**src/rtl/asgn_op_arbiter_if.sv**
```systemverilog
// Request/response bundle for the two-requester assignment-operator arbiter.
// Requester payloads are packed per requester: element i belongs to requester i.
interface asgn_op_arbiter_if #(
  parameter int WIDTH = 32,
  parameter int NREG  = 4
);
  localparam int IW = (NREG > 1) ? $clog2(NREG) : 1;

  logic [1:0]                 req_valid;
  logic [1:0]                 req_ready;
  logic [1:0][2:0]            req_op;
  logic [1:0]                 req_post;
  logic [1:0][IW-1:0]         req_idx;
  logic [1:0][WIDTH-1:0]      req_data;
  logic                       rsp_valid;
  logic                       rsp_id;
  logic [WIDTH-1:0]           rsp_data;

  modport master (
    output req_valid, req_op, req_post, req_idx, req_data,
    input  req_ready, rsp_valid, rsp_id, rsp_data
  );

  modport slave (
    input  req_valid, req_op, req_post, req_idx, req_data,
    output req_ready, rsp_valid, rsp_id, rsp_data
  );
endinterface

```
**src/rtl/asgn_op_arbiter.sv**
```systemverilog
// Round-robin arbiter in front of a small shared register file that executes
// C-style compound assignments (=, +=, -=, *=, >>=, ++, --) one at a time.
module asgn_op_arbiter #(
  parameter int WIDTH = 32,
  parameter int NREG  = 4
) (
  input  logic              clk,
  input  logic              rst_n,
  asgn_op_arbiter_if.slave  bus
);
  localparam int IW = (NREG > 1) ? $clog2(NREG) : 1;

  localparam logic [2:0] OP_SET  = 3'd0;
  localparam logic [2:0] OP_ADD  = 3'd1;
  localparam logic [2:0] OP_SUB  = 3'd2;
  localparam logic [2:0] OP_MUL  = 3'd3;
  localparam logic [2:0] OP_SRA  = 3'd4;
  localparam logic [2:0] OP_INC  = 3'd5;
  localparam logic [2:0] OP_DEC  = 3'd6;
  localparam logic [2:0] OP_READ = 3'd7;

  typedef enum logic [1:0] {IDLE = 2'd0, EXEC = 2'd1, MUL2 = 2'd2} state_t;

  state_t                   r_state, w_next;
  logic [1:0]               w_grant;
  logic                     w_gid;
  logic [2:0]               r_op;
  logic                     r_post;
  logic [IW-1:0]            r_idx;
  logic signed [WIDTH-1:0]  r_data;
  logic signed [WIDTH-1:0]  r_mul;
  logic                     r_last;
  logic                     r_id;
  logic signed [WIDTH-1:0]  r_regs [NREG];
  logic                     r_rsp_valid;
  logic                     r_rsp_id;
  logic signed [WIDTH-1:0]  r_rsp_data;
  logic signed [WIDTH-1:0]  w_old, w_new, w_rsp;

  // Wrapping result of one compound assignment; no saturation anywhere.
  function automatic logic signed [WIDTH-1:0] f_calc(
    input logic [2:0]              op,
    input logic signed [WIDTH-1:0] old,
    input logic signed [WIDTH-1:0] d
  );
    logic signed [WIDTH-1:0] res;
    case (op)
      OP_SET:  res = d;
      OP_ADD:  res = old + d;
      OP_SUB:  res = old - d;
      OP_MUL:  res = old * d;
      OP_SRA:  res = old >>> d[4:0];
      OP_INC:  res = old + WIDTH'(1);
      OP_DEC:  res = old - WIDTH'(1);
      default: res = old;
    endcase
    return res;
  endfunction

  assign w_old = r_regs[r_idx];
  assign w_new = (r_state == MUL2) ? r_mul : f_calc(r_op, w_old, r_data);
  // Post-increment/decrement and READ hand back the value before the update.
  assign w_rsp = ((r_op == OP_READ) || (r_post && ((r_op == OP_INC) || (r_op == OP_DEC))))
                 ? w_old : w_new;

  always_comb begin
    w_next  = r_state;
    w_grant = 2'b00;
    case (r_state)
      IDLE: begin
        if (rst_n) begin
          case (bus.req_valid)
            2'b01:   w_grant = 2'b01;
            2'b10:   w_grant = 2'b10;
            2'b11:   w_grant = r_last ? 2'b01 : 2'b10;
            default: w_grant = 2'b00;
          endcase
        end
        if (w_grant != 2'b00) w_next = EXEC;
      end
      EXEC:    w_next = (r_op == OP_MUL) ? MUL2 : IDLE;
      MUL2:    w_next = IDLE;
      default: w_next = IDLE;
    endcase
  end

  assign w_gid         = w_grant[1];
  assign bus.req_ready = w_grant;
  assign bus.rsp_valid = r_rsp_valid;
  assign bus.rsp_id    = r_rsp_id;
  assign bus.rsp_data  = r_rsp_data;

  always_ff @(posedge clk or negedge rst_n) begin
    if (!rst_n) r_state <= IDLE;
    else        r_state <= w_next;
  end

  always_ff @(posedge clk or negedge rst_n) begin
    if (!rst_n) begin
      for (int k = 0; k < NREG; k++) r_regs[k] <= '0;
      r_op        <= OP_SET;
      r_post      <= 1'b0;
      r_idx       <= '0;
      r_data      <= '0;
      r_mul       <= '0;
      r_id        <= 1'b0;
      r_last      <= 1'b1;   // "last granted = 1" gives requester 0 first pick
      r_rsp_valid <= 1'b0;
      r_rsp_id    <= 1'b0;
      r_rsp_data  <= '0;
    end else begin
      r_rsp_valid <= 1'b0;
      case (r_state)
        IDLE: begin
          if (w_grant != 2'b00) begin
            r_op   <= bus.req_op[w_gid];
            r_post <= bus.req_post[w_gid];
            r_idx  <= bus.req_idx[w_gid];
            r_data <= bus.req_data[w_gid];
            r_id   <= w_gid;
            r_last <= w_gid;
          end
        end
        EXEC: begin
          if (r_op == OP_MUL) begin
            r_mul <= w_new;
          end else begin
            if (r_op != OP_READ) r_regs[r_idx] <= w_new;
            r_rsp_valid <= 1'b1;
            r_rsp_id    <= r_id;
            r_rsp_data  <= w_rsp;
          end
        end
        MUL2: begin
          r_regs[r_idx] <= r_mul;
          r_rsp_valid   <= 1'b1;
          r_rsp_id      <= r_id;
          r_rsp_data    <= r_mul;
        end
        default: ;
      endcase
    end
  end
endmodule

```
**src/flat_wrapper.sv**
```systemverilog
// flat-port wrapper written by rule: the top's interface ports become plain ports
module asgn_op_arbiter_flat 
#(
  parameter int WIDTH = 32,
  parameter int NREG  = 4
)
  (clk, rst_n, bus_req_valid, bus_req_op, bus_req_post, bus_req_idx, bus_req_data, bus_req_ready, bus_rsp_valid, bus_rsp_id, bus_rsp_data);
  asgn_op_arbiter_if #(.WIDTH(WIDTH), .NREG(NREG)) bus_i ();
  input  logic clk;
  input  logic rst_n;
  input wire logic [$bits(bus_i.req_valid)-1:0] bus_req_valid;
  input wire logic [$bits(bus_i.req_op)-1:0] bus_req_op;
  input wire logic [$bits(bus_i.req_post)-1:0] bus_req_post;
  input wire logic [$bits(bus_i.req_idx)-1:0] bus_req_idx;
  input wire logic [$bits(bus_i.req_data)-1:0] bus_req_data;
  output wire logic [$bits(bus_i.req_ready)-1:0] bus_req_ready;
  output wire logic [$bits(bus_i.rsp_valid)-1:0] bus_rsp_valid;
  output wire logic [$bits(bus_i.rsp_id)-1:0] bus_rsp_id;
  output wire logic [$bits(bus_i.rsp_data)-1:0] bus_rsp_data;
  assign bus_i.req_valid = bus_req_valid;
  assign bus_i.req_op = bus_req_op;
  assign bus_i.req_post = bus_req_post;
  assign bus_i.req_idx = bus_req_idx;
  assign bus_i.req_data = bus_req_data;
  assign bus_req_ready = bus_i.req_ready;
  assign bus_rsp_valid = bus_i.rsp_valid;
  assign bus_rsp_id = bus_i.rsp_id;
  assign bus_rsp_data = bus_i.rsp_data;
  asgn_op_arbiter #(.WIDTH(WIDTH), .NREG(NREG)) u_core (.clk(clk), .rst_n(rst_n), .bus(bus_i));
endmodule
```
**config.mk**
```make
export PLATFORM = sky130hd
export DESIGN_NAME = asgn_op_arbiter_flat
export DESIGN_NICKNAME = d
export VERILOG_FILES = /design/src/rtl/asgn_op_arbiter_if.sv /design/src/rtl/asgn_op_arbiter.sv /design/src/flat_wrapper.sv
export SDC_FILE = /design/constraint.sdc
export NUM_CORES = 2
export LEC_CHECK = 0
export BUFFER_PORTS_ARGS = -buffer_cell sky130_fd_sc_hd__buf_2
export CORE_ASPECT_RATIO = 0.6
export CORE_MARGIN = 4
export CORE_UTILIZATION = 50
export DETAILED_ROUTE_END_ITERATION = 8
export GPL_TIMING_DRIVEN = 0
export PLACE_DENSITY = 0.67
export SETUP_SLACK_MARGIN = 0.4
export SLEW_MARGIN = 0
export SYNTH_ARGS = -nofsm -noshare
export SYNTH_HDL_FRONTEND = slang
export SYNTH_SLANG_ARGS = --single-unit
export TNS_END_PERCENT = 30
```
**constraint.sdc**
```tcl
create_clock -name clk -period 11.83 [get_ports clk]
set_input_delay 2.366 -clock clk [delete_from_list [all_inputs] [get_ports clk]]
set_output_delay 2.366 -clock clk [all_outputs]
set_load 0.005 [all_outputs]
```
==> reports/results.tsv <==
stage	metric	value	unit
synthesis	EDFF count, synth	0	
synthesis	Primary FF master, synth	dfrtp_1	
die	io pins	116	
place	I/O Buffers	115	
route	Iteration-0 DRC Markers	4480	
place	DP Area	33700	um2
clock_network	CTS tree	built	
grt	gr usage total	40.5	%
setup_path	Largest delay share family, worst path	adder cells	
clock_network	clock root buffer	clkbuf_16	
die	core area	63100	um2
grt	largest net degree at the start of global routing	113	
route	DRC viols	0	
die	Site Rows	71	
timing	Final Cycle Share	94.0	%
setup_path	Bufs and invs on worst path	8	
synthesis	ys async rst share	100	%
synthesis	Synth warnings	0	
route	routed vias/inst	6.25	
timing	final hold slack	0.481	ns
finish	fin area	34500	um2
timing	RSZ-0062 raised after global routing	no	
timing	Hold Violations, Final	0	
synthesis	Syn Area/Cell	8.89	um2
die	initial core utilization	50.8	%
grt	number of global-route vias before repair	28000	
timing	max_slew headroom	7.65	%
clock_network	Max clock buf depth	3	
timing	worst slew pin tran	1.39	ns
die	Die Ht	204	um
grt	first-pass GRT wire length	199000	um
status	status	finished clean	
clock_network	clock-pin slew on the worst setup and hold paths	0.07	ns
setup_path	crit-path max FO	10	
synthesis	count of different cell masters after synthesis	73	
die	Die Span X	335	um
route	final WL	137000	um
finish	Non-Filler Instances	4601	
clock_network	htree depth	1	
synthesis	area of the mapped netlist	32000	um2
setup_path	CP Data Arrival Time	11.54	ns
timing	Max Fclk	0.0899	GHz
setup_path	crit path capture type	flip-flop	
grt	gr ovfl total	0	
synthesis	Mapped Cells	3602	
setup_path	worst path required time	12.25	ns
setup_path	startpoint types	flip-flop	
route	Antenna Nets Post-Route	0	
setup_path	crit-path most repeated cell	fa_1	
route	vias	28800	
die	die footprint	68300	um2
setup_path	Crit-path slowest cell	buf_1	
clock_network	worst-skew pair later-pin latency	0.56	ns
synthesis	Net Count, Synth	4280	
timing	final setup fails	0	
setup_path	Crit Path Class	reg -> reg	
setup_path	Critical Path Max Stage Delay	0.93	ns
timing	final setup TNS	0	ns
place	placed cells	4558	
timing	clk_skew	0.0280	ns
synthesis	sequential fraction of the synthesis area	18.4	%
clock_network	total CTS buffers	21	
hold_path	min-delay worst type	reg -> reg	
timing	final slew viol count	0	
synthesis	Synth Register Bits	236	
job	Max-cap violations	0	
timing	Tmin final	11.12	ns
place	Final Wtd Congestion	1.08	
place	hpwl dp	112000	um
finish	Area growth, synth to finish	7.55	%
grt	initial antenna violation count	13	
finish	final net count	4419	
route	TritonRoute pass-1 iters	9	
route	DR WL/cell	29.7	um
finish	ratio of cells with drive above 1 in the final layout	8.04	%
clock_network	clk sinks	236	
==> tightest hold or removal path, stage by stage (launching register included) <==
cell	delay, ns
dfrtp_1	0.34
nand2_1	0.05
o21ai_0	0.06
==> cell usage in the layout (no fill, tap or decap), types with 41 or more instances in the layout <==
cell type | netlist | final
inv_1 | 455 | 455
mux2_2 | 64 | 64
nor2_1 | 181 | 181
xnor2_1 | 81 | 81
a21oi_1 | 163 | 161
clkbuf_1 | 237 | 226
a221oi_1 | 41 | 41
fa_1 | 409 | 409
nand3_1 | 44 | 44
ha_1 | 189 | 189
and2_1 | 339 | 339
mux4_2 | 47 | 47
o21ai_0 | 215 | 215
nand2_1 | 429 | 429
buf_2 | 5 | 118
dfrtp_1 | 235 | 235
mux2i_1 | 59 | 59
==> state kept, by name, summed over array words and instances (netlist names) <==
register / count
u_core.r_post: 1
u_core.r_mul: 32
u_core.r_data: 32
u_core.bus.rsp_valid: 1
u_core.bus.rsp_data: 32
u_core.r_last: 1
u_core.r_idx: 2
u_core.r_op: 3
u_core.r_id: 1
u_core.r_state: 2
u_core.r_regs: 128
u_core.bus.rsp_id: 1
==> synth_stat cells (4+ instances only) <==
cell,instances,area [um2]
a22oi_1,6,45.0
buf_2,5,25.0
mux4_2,47,1060
nor3_1,34,170
o21bai_1,8,60.1
nand2b_1,13,81.3
o211ai_1,15,113
o31ai_1,31,233
clkbuf_1,237,890
nor2_1,181,679
and2_1,339,2120
o21a_1,26,195
a211o_1,9,78.8
inv_1,455,1710
a31oi_1,18,113
xor2_1,25,219
nand2_1,429,1610
a221oi_1,41,359
dfrtp_1,235,5880
or3_1,20,125
and3_1,12,75.1
o311ai_0,5,43.8
o221ai_1,9,78.8
xnor2_1,81,709
nor2b_1,8,50.1
or2_2,4,25.0
o41ai_1,4,35.0
ha_1,189,2360
a21o_1,34,255
fa_1,409,8190
nand3_1,44,220
mux2_2,64,721
a21oi_1,163,816
o22ai_1,6,37.5
buf_1,18,67.6
mux2i_1,59,591
a221o_1,10,100
clkinv_1,4,15.0
a211oi_1,28,210
o21ai_0,215,1080
==> layer usage <==
metal	vias up	track usage (%)	share of wire [%]
li1	12000	-	-
met1	14400	62.0	44
met2	2126	47.4	34
met3	176	24.7	19
met4	10	5.89	1.8
met5	-	4.04	0.30
==> logic make-up after synthesis <==
group	count (synthesis)	synth area share, %
and+or+nand+nor	1107	16.7
buffers and inverters	722	8.54
AOI/OAI and AO/OA	662	13.0
adders and majority gates	598	32.9
DFF	236	18.4
muxes	170	7.40
xor gates and xnor gates	107	2.97
==> what timing repair did <==
item                                   in CTS  in global routing
hold buffers                                0                  0
endpoints found under the hold margin       0                  0
pin swaps                                   0                  0
setup buffers                               0                  0
gates resized for setup                     3                 26
setup endpoints to repair                  30                 73
==> layout make-up <==
type	count	area, um2
well taps	839	1050
clock inverters	10	91.3
repair buffers	117	641
fillers	5933	28600
diodes	7	17.5
plain buffers	262	1030
multi-input cells	2644	23400
inverters	459	1720
flip-flops and latches	236	5910
clock buffers	27	588
==> metrics by stage <==
step           utilization, %  setup slack (ns)
3_3_place_gp             53.4            0.0565
6_report                 54.6             0.711
3_5_place_dp             53.5            0.0676
5_1_grt                  54.6             0.430
4_1_cts                  54.6             0.450
2_1_floorplan               -              3.23
==> final timing paths <==
check | startpoint | end | slack, ns | cells after the start
max reg2reg | u_core.r_idx[1] | u_core.r_regs[59] | 0.71 | 28
min | u_core.r_regs[40] | u_core.r_regs[40] | 0.48 | 2
min reg2reg | u_core.r_regs[40] | u_core.r_regs[40] | 0.48 | 2
max in group asynchronous | rst_n | u_core.r_regs[99] | 8.77 | 3
min in group asynchronous | rst_n | u_core.r_regs[19] | 1.68 | 1
max | u_core.r_idx[1] | u_core.r_regs[59] | 0.71 | 28
Power is not shown: default switching activity piles up to over one toggle a cycle in this logic, so the estimate is an artifact.
